===== config.mk =====
export PLATFORM = sky130hd
export DESIGN_NAME = vc_pop_scheduler_flat
export DESIGN_NICKNAME = d
export VERILOG_FILES = /design/src/rtl/vc_pop_scheduler_if.sv /design/src/rtl/vc_pop_scheduler.sv /design/src/flat_wrapper.sv
export SDC_FILE = /design/constraint.sdc
export NUM_CORES = 1
export LEC_CHECK = 0
export ABC_AREA = 0
export CORE_AREA = 2 2 39 41
export DETAILED_ROUTE_END_ITERATION = 16
export DIE_AREA = 0 0 41 43
export PLACE_DENSITY = 0.65
export SLEW_MARGIN = 20
export SYNTH_ARGS = -nofsm -noshare
export SYNTH_HDL_FRONTEND = slang
export SYNTH_SLANG_ARGS = --single-unit

===== constraint.sdc =====
create_clock -name clk -period 2.1 [get_ports clk]
set_input_delay 0.315 -clock clk [delete_from_list [all_inputs] [get_ports clk]]
set_output_delay 0.315 -clock clk [all_outputs]
set_load 0.03 [all_outputs]

===== src/rtl/vc_pop_scheduler_if.sv =====
// Signal bundle between the VC pop scheduler and its VC FIFOs / destinations.
// The master side is the scheduler; the slave side is the surrounding FIFO logic.
interface vc_pop_scheduler_if #(
    parameter int NUM_VC   = 2,
    parameter int NUM_DEST = 2
);
    localparam int PTR_W = (NUM_VC > 1) ? $clog2(NUM_VC) : 1;

    logic [NUM_VC-1:0]   vc_empty;
    logic [NUM_DEST-1:0] pause_d;
    logic [NUM_VC-1:0]   pop_vc;
    logic [NUM_VC-1:0]   valid_vc;
    logic                paused;
    logic [PTR_W-1:0]    rr_ptr;

    modport master (
        input  vc_empty,
        input  pause_d,
        output pop_vc,
        output valid_vc,
        output paused,
        output rr_ptr
    );

    modport slave (
        output vc_empty,
        output pause_d,
        input  pop_vc,
        input  valid_vc,
        input  paused,
        input  rr_ptr
    );
endinterface


===== src/rtl/vc_pop_scheduler.sv =====
// Pop controller for NUM_VC virtual-channel FIFOs: parallel or round-robin popping,
// gated by destination pause plus a programmable resume holdoff.
module vc_pop_scheduler #(
    parameter int NUM_VC     = 2,
    parameter int NUM_DEST   = 2,
    parameter int RESUME_DLY = 0,
    parameter int CNT_W      = 4,
    parameter int RR_MODE    = 0
) (
    input  logic                clk,
    input  logic                reset_L,
    vc_pop_scheduler_if.master  bus
);
    localparam int PTR_W = (NUM_VC > 1) ? $clog2(NUM_VC) : 1;
    localparam logic [CNT_W-1:0] DLY_C    = CNT_W'(RESUME_DLY);
    localparam logic [CNT_W-1:0] CNT_ZERO = {CNT_W{1'b0}};
    localparam logic [CNT_W-1:0] CNT_ONE  = {{(CNT_W-1){1'b0}}, 1'b1};
    localparam logic [PTR_W:0]   NUM_VC_W = (PTR_W+1)'(NUM_VC);
    localparam logic [PTR_W-1:0] PTR_ZERO = {PTR_W{1'b0}};

    typedef enum logic [1:0] {
        ST_RUN     = 2'd0,
        ST_PAUSED  = 2'd1,
        ST_HOLDOFF = 2'd2
    } state_e;

    // Adds an offset to a VC index, wrapping modulo NUM_VC (works for non-power-of-2 counts).
    function automatic logic [PTR_W-1:0] wrap_add(input logic [PTR_W-1:0] base,
                                                  input logic [PTR_W:0]   off);
        logic [PTR_W:0] sum;
        sum = {1'b0, base} + off;
        if (sum >= NUM_VC_W) begin
            sum = sum - NUM_VC_W;
        end else begin
            sum = sum;
        end
        return sum[PTR_W-1:0];
    endfunction

    // Returns {found, index} of the first requesting VC at or above ptr, with wrap.
    function automatic logic [PTR_W:0] rr_pick(input logic [NUM_VC-1:0] req,
                                               input logic [PTR_W-1:0]  ptr);
        logic [PTR_W:0]   res;
        logic [PTR_W-1:0] idx;
        res = {(PTR_W+1){1'b0}};
        // Scan from the farthest offset down so the nearest requester wins.
        for (int i = NUM_VC - 1; i >= 0; i--) begin
            idx = wrap_add(ptr, (PTR_W+1)'(i));
            if (req[idx]) begin
                res = {1'b1, idx};
            end else begin
                res = res;
            end
        end
        return res;
    endfunction

    logic                any_pause_s;
    logic                pop_en_s;
    logic [CNT_W-1:0]    hcnt_r;
    logic [CNT_W-1:0]    hcnt_nxt_s;
    state_e              state_r;
    state_e              state_nxt_s;
    logic [NUM_VC-1:0]   pop_s;
    logic [PTR_W:0]      pick_s;
    logic [PTR_W-1:0]    rr_ptr_r;
    logic [PTR_W-1:0]    rr_ptr_nxt_s;
    logic [NUM_VC-1:0]   valid_r;
    logic                paused_r;

    assign any_pause_s = |bus.pause_d;
    // Pause blocks combinationally; the holdoff counter covers the resume latency.
    assign pop_en_s    = reset_L & ~any_pause_s & (hcnt_r == CNT_ZERO);
    assign pick_s      = rr_pick(~bus.vc_empty, rr_ptr_r);

    // Holdoff counter next value: reload on pause, otherwise count down to zero.
    always_comb begin
        hcnt_nxt_s = hcnt_r;
        if (any_pause_s) begin
            hcnt_nxt_s = DLY_C;
        end else if (hcnt_r != CNT_ZERO) begin
            hcnt_nxt_s = hcnt_r - CNT_ONE;
        end else begin
            hcnt_nxt_s = CNT_ZERO;
        end
    end

    // Pop strobe generation and round-robin pointer advance.
    always_comb begin
        pop_s        = {NUM_VC{1'b0}};
        rr_ptr_nxt_s = rr_ptr_r;
        if (RR_MODE == 0) begin
            rr_ptr_nxt_s = PTR_ZERO;
            if (pop_en_s) begin
                pop_s = ~bus.vc_empty;
            end else begin
                pop_s = {NUM_VC{1'b0}};
            end
        end else if (pop_en_s && pick_s[PTR_W]) begin
            pop_s[pick_s[PTR_W-1:0]] = 1'b1;
            rr_ptr_nxt_s = wrap_add(pick_s[PTR_W-1:0], {{PTR_W{1'b0}}, 1'b1});
        end else begin
            rr_ptr_nxt_s = rr_ptr_r;
        end
    end

    // Status FSM next-state; it only shapes the paused flag, never the pop path.
    always_comb begin
        state_nxt_s = state_r;
        case (state_r)
            ST_RUN: begin
                if (any_pause_s) begin
                    state_nxt_s = ST_PAUSED;
                end else begin
                    state_nxt_s = ST_RUN;
                end
            end
            ST_PAUSED: begin
                if (any_pause_s) begin
                    state_nxt_s = ST_PAUSED;
                end else if (RESUME_DLY == 0) begin
                    state_nxt_s = ST_RUN;
                end else begin
                    state_nxt_s = ST_HOLDOFF;
                end
            end
            ST_HOLDOFF: begin
                if (any_pause_s) begin
                    state_nxt_s = ST_PAUSED;
                end else if (hcnt_nxt_s == CNT_ZERO) begin
                    state_nxt_s = ST_RUN;
                end else begin
                    state_nxt_s = ST_HOLDOFF;
                end
            end
            default: begin
                state_nxt_s = ST_RUN;
            end
        endcase
    end

    // Holdoff counter register.
    always_ff @(posedge clk or negedge reset_L) begin
        if (!reset_L) begin
            hcnt_r <= CNT_ZERO;
        end else begin
            hcnt_r <= hcnt_nxt_s;
        end
    end

    // FSM state and registered paused flag.
    always_ff @(posedge clk or negedge reset_L) begin
        if (!reset_L) begin
            state_r  <= ST_RUN;
            paused_r <= 1'b0;
        end else begin
            state_r  <= state_nxt_s;
            paused_r <= (state_nxt_s != ST_RUN);
        end
    end

    // Registered per-VC valid and round-robin pointer.
    always_ff @(posedge clk or negedge reset_L) begin
        if (!reset_L) begin
            valid_r  <= {NUM_VC{1'b0}};
            rr_ptr_r <= PTR_ZERO;
        end else begin
            valid_r  <= pop_s;
            rr_ptr_r <= rr_ptr_nxt_s;
        end
    end

    assign bus.pop_vc   = pop_s;
    assign bus.valid_vc = valid_r;
    assign bus.paused   = paused_r;
    assign bus.rr_ptr   = rr_ptr_r;

endmodule


===== src/flat_wrapper.sv =====
// flat-port wrapper written by rule: the top's interface ports become plain ports
module vc_pop_scheduler_flat 
#(
    parameter int NUM_VC     = 2,
    parameter int NUM_DEST   = 2,
    parameter int RESUME_DLY = 0,
    parameter int CNT_W      = 4,
    parameter int RR_MODE    = 0
)
  (clk, reset_L, bus_vc_empty, bus_pause_d, bus_pop_vc, bus_valid_vc, bus_paused, bus_rr_ptr);
  vc_pop_scheduler_if #(.NUM_VC(NUM_VC), .NUM_DEST(NUM_DEST)) bus_i ();
  input  logic clk;
  input  logic reset_L;
  input wire logic [$bits(bus_i.vc_empty)-1:0] bus_vc_empty;
  input wire logic [$bits(bus_i.pause_d)-1:0] bus_pause_d;
  output wire logic [$bits(bus_i.pop_vc)-1:0] bus_pop_vc;
  output wire logic [$bits(bus_i.valid_vc)-1:0] bus_valid_vc;
  output wire logic [$bits(bus_i.paused)-1:0] bus_paused;
  output wire logic [$bits(bus_i.rr_ptr)-1:0] bus_rr_ptr;
  assign bus_i.vc_empty = bus_vc_empty;
  assign bus_i.pause_d = bus_pause_d;
  assign bus_pop_vc = bus_i.pop_vc;
  assign bus_valid_vc = bus_i.valid_vc;
  assign bus_paused = bus_i.paused;
  assign bus_rr_ptr = bus_i.rr_ptr;
  vc_pop_scheduler #(.NUM_VC(NUM_VC), .NUM_DEST(NUM_DEST), .RESUME_DLY(RESUME_DLY), .CNT_W(CNT_W), .RR_MODE(RR_MODE)) u_core (.clk(clk), .reset_L(reset_L), .bus(bus_i));
endmodule

==> results of run 1 <==
[cell type report]
type | instances | area [um^2] | area share
multi-input combinational | 28 | 171 | 0.310
timing repair buffer | 11 | 103 | 0.186
inverter | 2 | 7.51 | 0.0136
tap | 16 | 20.0 | 0.0362
clock buffer | 4 | 26.3 | 0.0475
sequential | 9 | 225 | 0.407
[report_power, final]
group / switching [mW] / total (mW) / internal [mW]
clock network: 0.0604 / 0.134 / 0.0732
logic: 0.0209 / 0.0384 / 0.0175
registers: 0.00150 / 0.178 / 0.177
[critical path: stages (launching register included)]
cell and delay, ns:
dfrtp_1 0.44, inv_1 0.09, ha_2 0.23, and2b_1 0.16
nand3_1 0.10, nor2_1 0.15, buf_4 0.19
[cells by family (layout without fill, tap and decap cells)]
kind of cell,count (synthesis),count (layout),share of synthesized area
and+or+nand+nor,19,19,0.266
AOI/OAI and AO/OA,6,6,0.0825
DFF,9,9,0.550
muxes,1,1,0.0245
adders and majority gates,1,1,0.0306
other,1,1,0.00917
buffers and inverters,3,17,0.0367
[layer usage]
layer | vias up | global-route usage | part of all wire
met3 | 0 | 0.0314 | 0.091
met4 | 0 | 0.0800 | 0
met2 | 14 | 0.197 | 0.50
met1 | 151 | 0.127 | 0.41
met5 | - | 0 | 0
li1 | 167 | - | -
[worst max path at each step]
stage | to | slack, ns
after floorplan | bus_pop_vc[0] | 0.40
after global routing | bus_pop_vc[0] | 0.02
after detailed placement | bus_pop_vc[0] | 0.26
after CTS | bus_pop_vc[0] | 0.1
after global placement | bus_pop_vc[0] | 0.31
final | bus_pop_vc[0] | 0.17
[stage by stage]
| step | worst slack [ns] | std cells | power, mW |
|---|---|---|---|
| detailed placement | 0.256 | 66 | 0.221 |
| finish | 0.165 | 70 | 0.351 |
| global route | 0.0196 | 70 | 0.366 |
| floorplan | 0.399 | 40 | 0.198 |
| CTS | 0.0980 | 70 | 0.357 |
| global placement | 0.307 | 66 | 0.220 |
[state kept, by name (all words and copies together), names as in the netlist]
signal	count
u_core.hcnt_r	4
u_core.bus.valid_vc	2
u_core.state_r	2
u_core.bus.paused	1
[placed cells by master, fill, tap and decap left out, drive strengths merged]
cell type      netlist  layout
dfrtp                9       9
clkdlybuf4s50        0       8
nor2                 6       6
nor3                 6       6
clkbuf               0       4
a21oi                3       3
buf                  1       3
inv                  2       2
nand3                2       2
o21ai                2       2
and2b                1       1
nor2b                1       1
nand2b               1       1
mux2i                1       1
nand2                1       1
nor4b                1       1
a221oi               1       1
ha                   1       1
conb                 1       1
==> run_results.csv, run 1 <==
group,metric,value,unit
logic_synthesis,yosysWarnings,0,
placed_design,gp_congestion,0.828,
placed_design,io_buffers,10,
routing,vias,332,
sta,setup_tns,0,ns
status,outcome,"completed",
clocking,hold_buffers,0,
clocking,cts_sinks,9,
sta,finalCritPeriodShare,0.921,
final_layout,fin_area,553,um^2
worst_setup_path,r2r_cells,5,
global_route,grt-ovfl-total,0,
global_route,grt_pass1_wl,1.36,mm
logic_synthesis,synth_seq_area_share,0.550,
final_layout,fin_nets,62,
clocking,cts_max_level,1,
logic_synthesis,ys.flop_type,"dfrtp_1",
logic_synthesis,ys_top_cells_by_count,"9 x dfrtp_1, 6 x nor2_1, 5 x nor3_1, 3 x a21oi_1",
floorplanning,die_y,43,um
floorplanning,die_w,41,um
min_path,hold_class,"in -> async",
final_layout,final_layout_size_suffix_gt1_frac,0.185,
worst_setup_path,r2r_setup_slack,0.65,ns
sta,finalMaxSlewViolations,0,
logic_synthesis,synth_cell_types,19,
logic_synthesis,syn-instance-count,40,
final_layout,area_growth,35.2,%
final_layout,diodes,0,
floorplanning,die_area,1760,um^2
logic_synthesis,synth_area,409,um^2
worst_setup_path,cp-end-kind,"output port",
routing,wl,847,um
flow_run,cap_violations,0,
sta,whs,0.380,ns
global_route,grt_max_degree,10,
clocking,numCtsBuffers,3,
worst_setup_path,crit_fanout,6,
routing,drt_iter0_markers,9,
floorplanning,initial_utilization,0.296,
worst_setup_path,r2r_end,"u_core.bus.paused",
clocking,cts_tree,"built",
logic_synthesis,async_flop_share,1.00,
clocking,path_clk_slew,0.06,ns
floorplanning,pin_count,12,
power,ir_drop,258,uV
final_layout,utilization,0.400,
power,pwr_density_cell,634,nW/um^2
sta,max_freq,517,MHz
logic_synthesis,synth-seq-cells,9,
global_route,grtUsageTotal,0.121,
sta,skew,0.00375,ns
worst_setup_path,critPathKind,"reg -> out",
sta,hold_viol_final,0,
global_route,first_global_vias,335,
sta,rsz0062_at_grt,"no",
sta,fin_crit,1.93,ns
sta,setup_viol,0,
floorplanning,rows,14,
logic_synthesis,yosys.area.top_type_share,0.550,
routing,post_drt_wl_per_cell,12.1,um
routing,first_pass_iters,4,
worst_setup_path,rr_startpoint,"u_core.hcnt_r[0]",
logic_synthesis,syn_area_per_cell,10.2,um^2
logic_synthesis,synthTopCellsByArea,"dfrtp_1 55%, nor3_1 6.1%, nor2_1 5.5%, a21oi_1 3.7%, nor4b_2 3.7%",
clocking,clk_latency,0.26,ns
worst_setup_path,start_kind,"register",
floorplanning,core_area,1380,um^2
global_route,antenna_found_initial,0,
logic_synthesis,synth_top_cell_by_area,"dfrtp_1",
worst_setup_path,critPathRequiredTime,1.78,ns
placed_design,dp_hpwl,638,um
logic_synthesis,synth_edf_count,0,
clocking,cts_buffer_depth,2,
logic_synthesis,syn-num-nets,47,
logic_synthesis,yosysMostFrequentCell,"dfrtp_1",
routing,ant_nets,0,
clocking,cts_setup_buffers,0,
clocking,cts_resized,0,
final_layout,fillerInstances,143,
placed_design,place_area,524,um^2
power,p_leak,0.243,nW
routing,viasPerCell,4.74,
worst_setup_path,startpoint,"u_core.hcnt_r[0]",
clocking,cts-root-buf,"clkbuf_4",
routing,drc,0,
worst_setup_path,arrival,1.62,ns
No activity file was read; power rests on OpenSTA's default activity.
==> run 2, diff against run 1 <==
--- a/config.mk
+++ b/config.mk
@@ -9,7 +9,8 @@
 export CORE_AREA = 2 2 39 41
 export DETAILED_ROUTE_END_ITERATION = 16
 export DIE_AREA = 0 0 41 43
-export PLACE_DENSITY = 0.65
+export PLACE_DENSITY = 0.67
+export SKIP_LAST_GASP = 1
 export SLEW_MARGIN = 20
 export SYNTH_ARGS = -nofsm -noshare
 export SYNTH_HDL_FRONTEND = slang
==> constraint.sdc (replaced) <==
create_clock -name clk -period 1.7 [get_ports clk]
set_input_delay 0.255 -clock clk [delete_from_list [all_inputs] [get_ports clk]]
set_output_delay 0.255 -clock clk [all_outputs]
set_load 0.03 [all_outputs]
==> run_results.csv, run 2 (synthesis gave the netlist of run 1 again) <==
group,metric,value,unit
sta,setup_viol,0,
worst_setup_path,crit_fanout,2,
power,p_leak,0.300,nW
placed_design,io_buffers,10,
clocking,clk_latency,0.27,ns
routing,vias,383,
floorplanning,core_area,1380,um^2
final_layout,final_layout_size_suffix_gt1_frac,0.438,
sta,fin_crit,1.63,ns
sta,skew,0.00765,ns
global_route,grt_max_degree,10,
final_layout,multi_input_area,221,um^2
final_layout,fillerInstances,135,
final_layout,area_growth,67.9,%
sta,finalCritPeriodShare,0.958,
worst_setup_path,r2r_cells,9,
final_layout,diodes,0,
clocking,cts_sinks,9,
routing,ant_nets,0,
clocking,cts_max_level,1,
min_path,hold_class,"in -> async",
worst_setup_path,r2r_setup_slack,0.21,ns
sta,rsz0062_at_grt,"no",
final_layout,regArea,226,um^2
routing,first_pass_iters,4,
global_route,antenna_found_initial,0,
power,total_power,0.453,mW
worst_setup_path,critPathKind,"reg -> out",
floorplanning,pin_count,12,
final_layout,layout_commonest_cell,"buf_4",
sta,max_freq,614,MHz
global_route,grt-ovfl-total,0,
power,pwr_density_cell,659,nW/um^2
final_layout,fin_nets,72,
worst_setup_path,r2r_end,"u_core.bus.valid_vc[1]",
clocking,hold_buffers,0,
floorplanning,die_y,43,um
final_layout,mostFrequentLayoutCells,"11 x buf_4, 8 x clkdlybuf4s50_1, 8 x dfrtp_1, 4 x nor3_1, 4 x nor2_1",
clocking,path_clk_slew,0.06,ns
worst_setup_path,critPathRequiredTime,1.44,ns
power,ir_drop,278,uV
global_route,grtUsageTotal,0.127,
worst_setup_path,cp-end-kind,"output port",
routing,post_drt_wl_per_cell,11.8,um
routing,drc,0,
routing,drt_iter0_markers,10,
routing,viasPerCell,4.79,
routing,wl,945,um
clocking,numCtsBuffers,3,
worst_setup_path,crit_end,"bus_pop_vc[0]",
floorplanning,initial_utilization,0.296,
sta,finalMaxSlewViolations,0,
worst_setup_path,start_kind,"register",
floorplanning,rows,14,
placed_design,dp_hpwl,623,um
global_route,first_global_vias,376,
clocking,cts_buffer_depth,2,
flow_run,cap_violations,0,
worst_setup_path,rr_startpoint,"u_core.hcnt_r[1]",
sta,hold_viol_final,0,
worst_setup_path,arrival,1.37,ns
global_route,grt_pass1_wl,1.49,mm
final_layout,regMostFlops,"u_core.hcnt_r",
final_layout,largest_register_ffs,4,
floorplanning,die_w,41,um
clocking,cts-root-buf,"clkbuf_4",
placed_design,gp_congestion,0.866,
sta,setup_tns,0,ns
worst_setup_path,startpoint,"u_core.hcnt_r[0]",
clocking,cts_tree,"built",
floorplanning,die_area,1760,um^2
status,outcome,"completed",
==> run 2: how the worst min path moves through the flow <==
stage	from	endpoint	slack, ns	cells after the start
CTS	reset_L	u_core.bus.valid_vc[1]	0.33	2
floorplan	reset_L	u_core.bus.paused	-0.04	0
finish	reset_L	u_core.bus.valid_vc[1]	0.37	2
global placement	u_core.state_r[0]	u_core.state_r[1]	0.48	1
global route	reset_L	u_core.bus.valid_vc[1]	0.40	2
detailed placement	u_core.state_r[0]	u_core.state_r[1]	0.47	1
==> run 2: layer usage <==
metal	global-route usage	routed length (um)
met1	0.138	363
met2	0.206	491
met3	0.0314	63
met4	0.0800	26
met5	0	0
==> run 2: repair_timing <==
item	in CTS	in global routing
endpoints found under the setup margin	2	2
pin swaps	3	2
buffers inserted	6	0
gates resized for setup	7	9
==> run 2: layout make-up <==
type                       count  share of cell area
timing repair buffer          21               0.270
clock buffer                   4              0.0383
sequential                     9               0.330
tap                           16              0.0291
multi-input combinational     28               0.322
inverter                       2              0.0109
==> run 2: critical path: stages (launching register included) <==
cell and delay, ns:
dfrtp_2 0.41, inv_2 0.07, ha_4 0.13, and2b_2 0.17
nand3_4 0.09, nor2_4 0.11, buf_6 0.13
==> run 2: per-stage QoR <==
step           setup slack [ns]  hold slack [ns]  instances  area [um^2]   util
2_1_floorplan            0.0586          -0.0406         40          409      -
6_report                 0.0715            0.370         80          687  0.496
3_5_place_dp             0.0375            0.466         70          554  0.401
3_3_place_gp             0.0677            0.478         70          554  0.401
5_1_grt                  0.0111            0.395         80          687  0.496
4_1_cts                 0.00208            0.330         80          648  0.468
==> run 2: report_power, final <==
part / leakage (nW) / switching, mW / internal [mW]
Combinational: 0.168 / 0.0328 / 0.0308
Clock: 0.0150 / 0.0779 / 0.0906
Sequential: 0.117 / 0.00196 / 0.219
Total: 0.300 / 0.113 / 0.340
==> run 3, diff against run 2 <==
--- a/config.mk
+++ b/config.mk
@@ -6,10 +6,12 @@
 export NUM_CORES = 1
 export LEC_CHECK = 0
 export ABC_AREA = 0
-export CORE_AREA = 2 2 39 41
+export CELL_PAD_IN_SITES_DETAIL_PLACEMENT = 0
+export CELL_PAD_IN_SITES_GLOBAL_PLACEMENT = 1
+export CORE_MARGIN = 1.5
+export CORE_UTILIZATION = 29
 export DETAILED_ROUTE_END_ITERATION = 16
-export DIE_AREA = 0 0 41 43
-export PLACE_DENSITY = 0.67
+export PLACE_DENSITY = 0.78
 export SKIP_LAST_GASP = 1
 export SLEW_MARGIN = 20
 export SYNTH_ARGS = -nofsm -noshare
==> run_results.csv, run 3 (synthesis gave the netlist of run 1 again) <==
group,metric,value,unit
final_layout,regMostFlops,"u_core.hcnt_r",
floorplanning,initial_utilization,0.314,
global_route,grt_pass1_wl,1.34,mm
routing,ant_nets,0,
sta,fin_crit,1.69,ns
routing,wl,949,um
global_route,grtUsageTotal,0.129,
clocking,cts-root-buf,"clkbuf_4",
final_layout,area_growth,59.9,%
routing,post_drt_wl_per_cell,12.3,um
global_route,grt-ovfl-total,0,
worst_setup_path,critPathRequiredTime,1.44,ns
status,outcome,"completed",
worst_setup_path,arrival,1.44,ns
clocking,cts_max_level,1,
sta,hold_viol_final,0,
floorplanning,die_y,40.6,um
sta,finalCritPeriodShare,0.995,
placed_design,io_buffers,10,
floorplanning,pin_count,12,
sta,rsz0062_at_grt,"yes",
clocking,cts_tree,"built",
clocking,cts_sinks,9,
floorplanning,rows,13,
global_route,first_global_vias,325,
worst_setup_path,cp-end-kind,"output port",
power,p_leak,0.289,nW
final_layout,largest_register_ffs,4,
placed_design,place_area,546,um^2
routing,viasPerCell,4.53,
clocking,cts_buffer_depth,2,
worst_setup_path,critPathKind,"reg -> out",
final_layout,fin_nets,70,
routing,vias,349,
routing,drc,0,
sta,finalMaxSlewViolations,0,
final_layout,diodes,0,
power,power_switching,0.108,mW
worst_setup_path,rr_startpoint,"u_core.hcnt_r[1]",
clocking,numCtsBuffers,3,
power,seqPwrFrac,0.495,
clocking,path_clk_slew,0.06,ns
sta,max_freq,591,MHz
final_layout,fin_area,654,um^2
global_route,antenna_found_initial,0,
power,pwr_density_cell,681,nW/um^2
final_layout,mostFrequentLayoutCells,"9 x buf_4, 9 x dfrtp_1, 8 x clkdlybuf4s50_1, 4 x nor3_1, 4 x nor2_1",
power,ir_drop,298,uV
clocking,clk_latency,0.26,ns
routing,first_pass_iters,2,
worst_setup_path,r2r_setup_slack,0.32,ns
power,p_int,0.337,mW
placed_design,gp_congestion,0.728,
sta,skew,0.000308,ns
power,clkPwrFrac,0.372,
sta,setup_viol,0,
worst_setup_path,crit_fanout,2,
final_layout,final_layout_size_suffix_gt1_frac,0.387,
power,swShare,0.243,
flow_run,cap_violations,0,
sta,setup_tns,0,ns
global_route,grt_max_degree,10,
floorplanning,die_w,40.6,um
worst_setup_path,start_kind,"register",
min_path,hold_class,"in -> async",
floorplanning,core_area,1300,um^2
power,combPwrFrac,0.133,
worst_setup_path,r2r_cells,7,
routing,drt_iter0_markers,5,
floorplanning,die_area,1650,um^2
worst_setup_path,r2r_end,"u_core.state_r[1]",
-- run 3: cell count changes in the layout (fill, tap and decap cells not counted) --
cell,previous run,this run
buf_4,11,9
and2b_1,0,1
and2b_2,1,0
dfrtp_1,8,9
dfrtp_2,1,0
nand3_2,0,1
nand3_4,1,0
nor3_2,1,2
nor3_4,1,0
-- run 3: power groups by stage --
stage | Combinational [mW] | Clock [mW] | Sequential [mW]
2_1_floorplan | 0.0129 | 0 | 0.231
4_1_cts | 0.0530 | 0.173 | 0.221
3_3_place_gp | 0.0514 | 0 | 0.224
5_1_grt | 0.0645 | 0.182 | 0.221
3_5_place_dp | 0.0514 | 0 | 0.225
6_report | 0.0593 | 0.165 | 0.221
-- run 3: per-layer routing --
| layer | routed length [um] | track usage | up-vias |
|---|---|---|---|
| met5 | 0 | 0 | - |
| met4 | 4 | 0.100 | 0 |
| met3 | 16 | 0.0167 | 2 |
| met2 | 507 | 0.167 | 3 |
| met1 | 421 | 0.188 | 162 |
| li1 | - | - | 182 |
-- run 3: what timing repair did --
item / 4_1_cts / 5_1_grt
resized for setup: 6 / 6
pin swaps: 1 / 4
gates cloned: 0 / 0
hold buffers: 0 / 0
endpoints found under the setup margin: 2 / 2
setup buffers: 2 / 3
-- run 3: how the worst max path moves through the flow --
stage,slack (ns),to,cells past startpoint,startpoint
6_report,0.008,bus_pop_vc[1],6,u_core.hcnt_r[1]
5_1_grt,-0.08,bus_pop_vc[1],6,u_core.hcnt_r[1]
3_3_place_gp,0.07,bus_pop_vc[0],5,bus_pause_d[1]
4_1_cts,0.0008,bus_pop_vc[0],6,u_core.hcnt_r[0]
3_5_place_dp,0.07,bus_pop_vc[0],5,bus_pause_d[1]
2_1_floorplan,0.06,bus_pop_vc[0],5,u_core.hcnt_r[0]
-- run 3: area by class of cell --
class,instances,area [um^2]
fillers,130,647
clock buffers,4,26.3
flip-flops and latches,9,225
repair buffers,19,170
multi-input cells,28,206
inverters,2,7.51
well taps,15,18.8
-- run 3: critical path, stage by stage, from the launching register on --
cell and delay (ns):
dfrtp_1 0.40, inv_2 0.08, ha_4 0.13, and2b_1 0.15
nand3_2 0.13, nor2_4 0.15, buf_6 0.14
-- run 3: metrics by stage --
stage	hold slack, ns	std cells	power [mW]	setup WS (ns)	util
after floorplan	-0.0406	40	0.244	0.0586	-
after global placement	0.476	68	0.276	0.0701	0.419
after detailed placement	0.472	68	0.276	0.0700	0.419
after CTS	0.340	74	0.447	0.000786	0.468
after global routing	0.364	77	0.468	-0.0752	0.503
final	0.352	77	0.445	0.00813	0.503
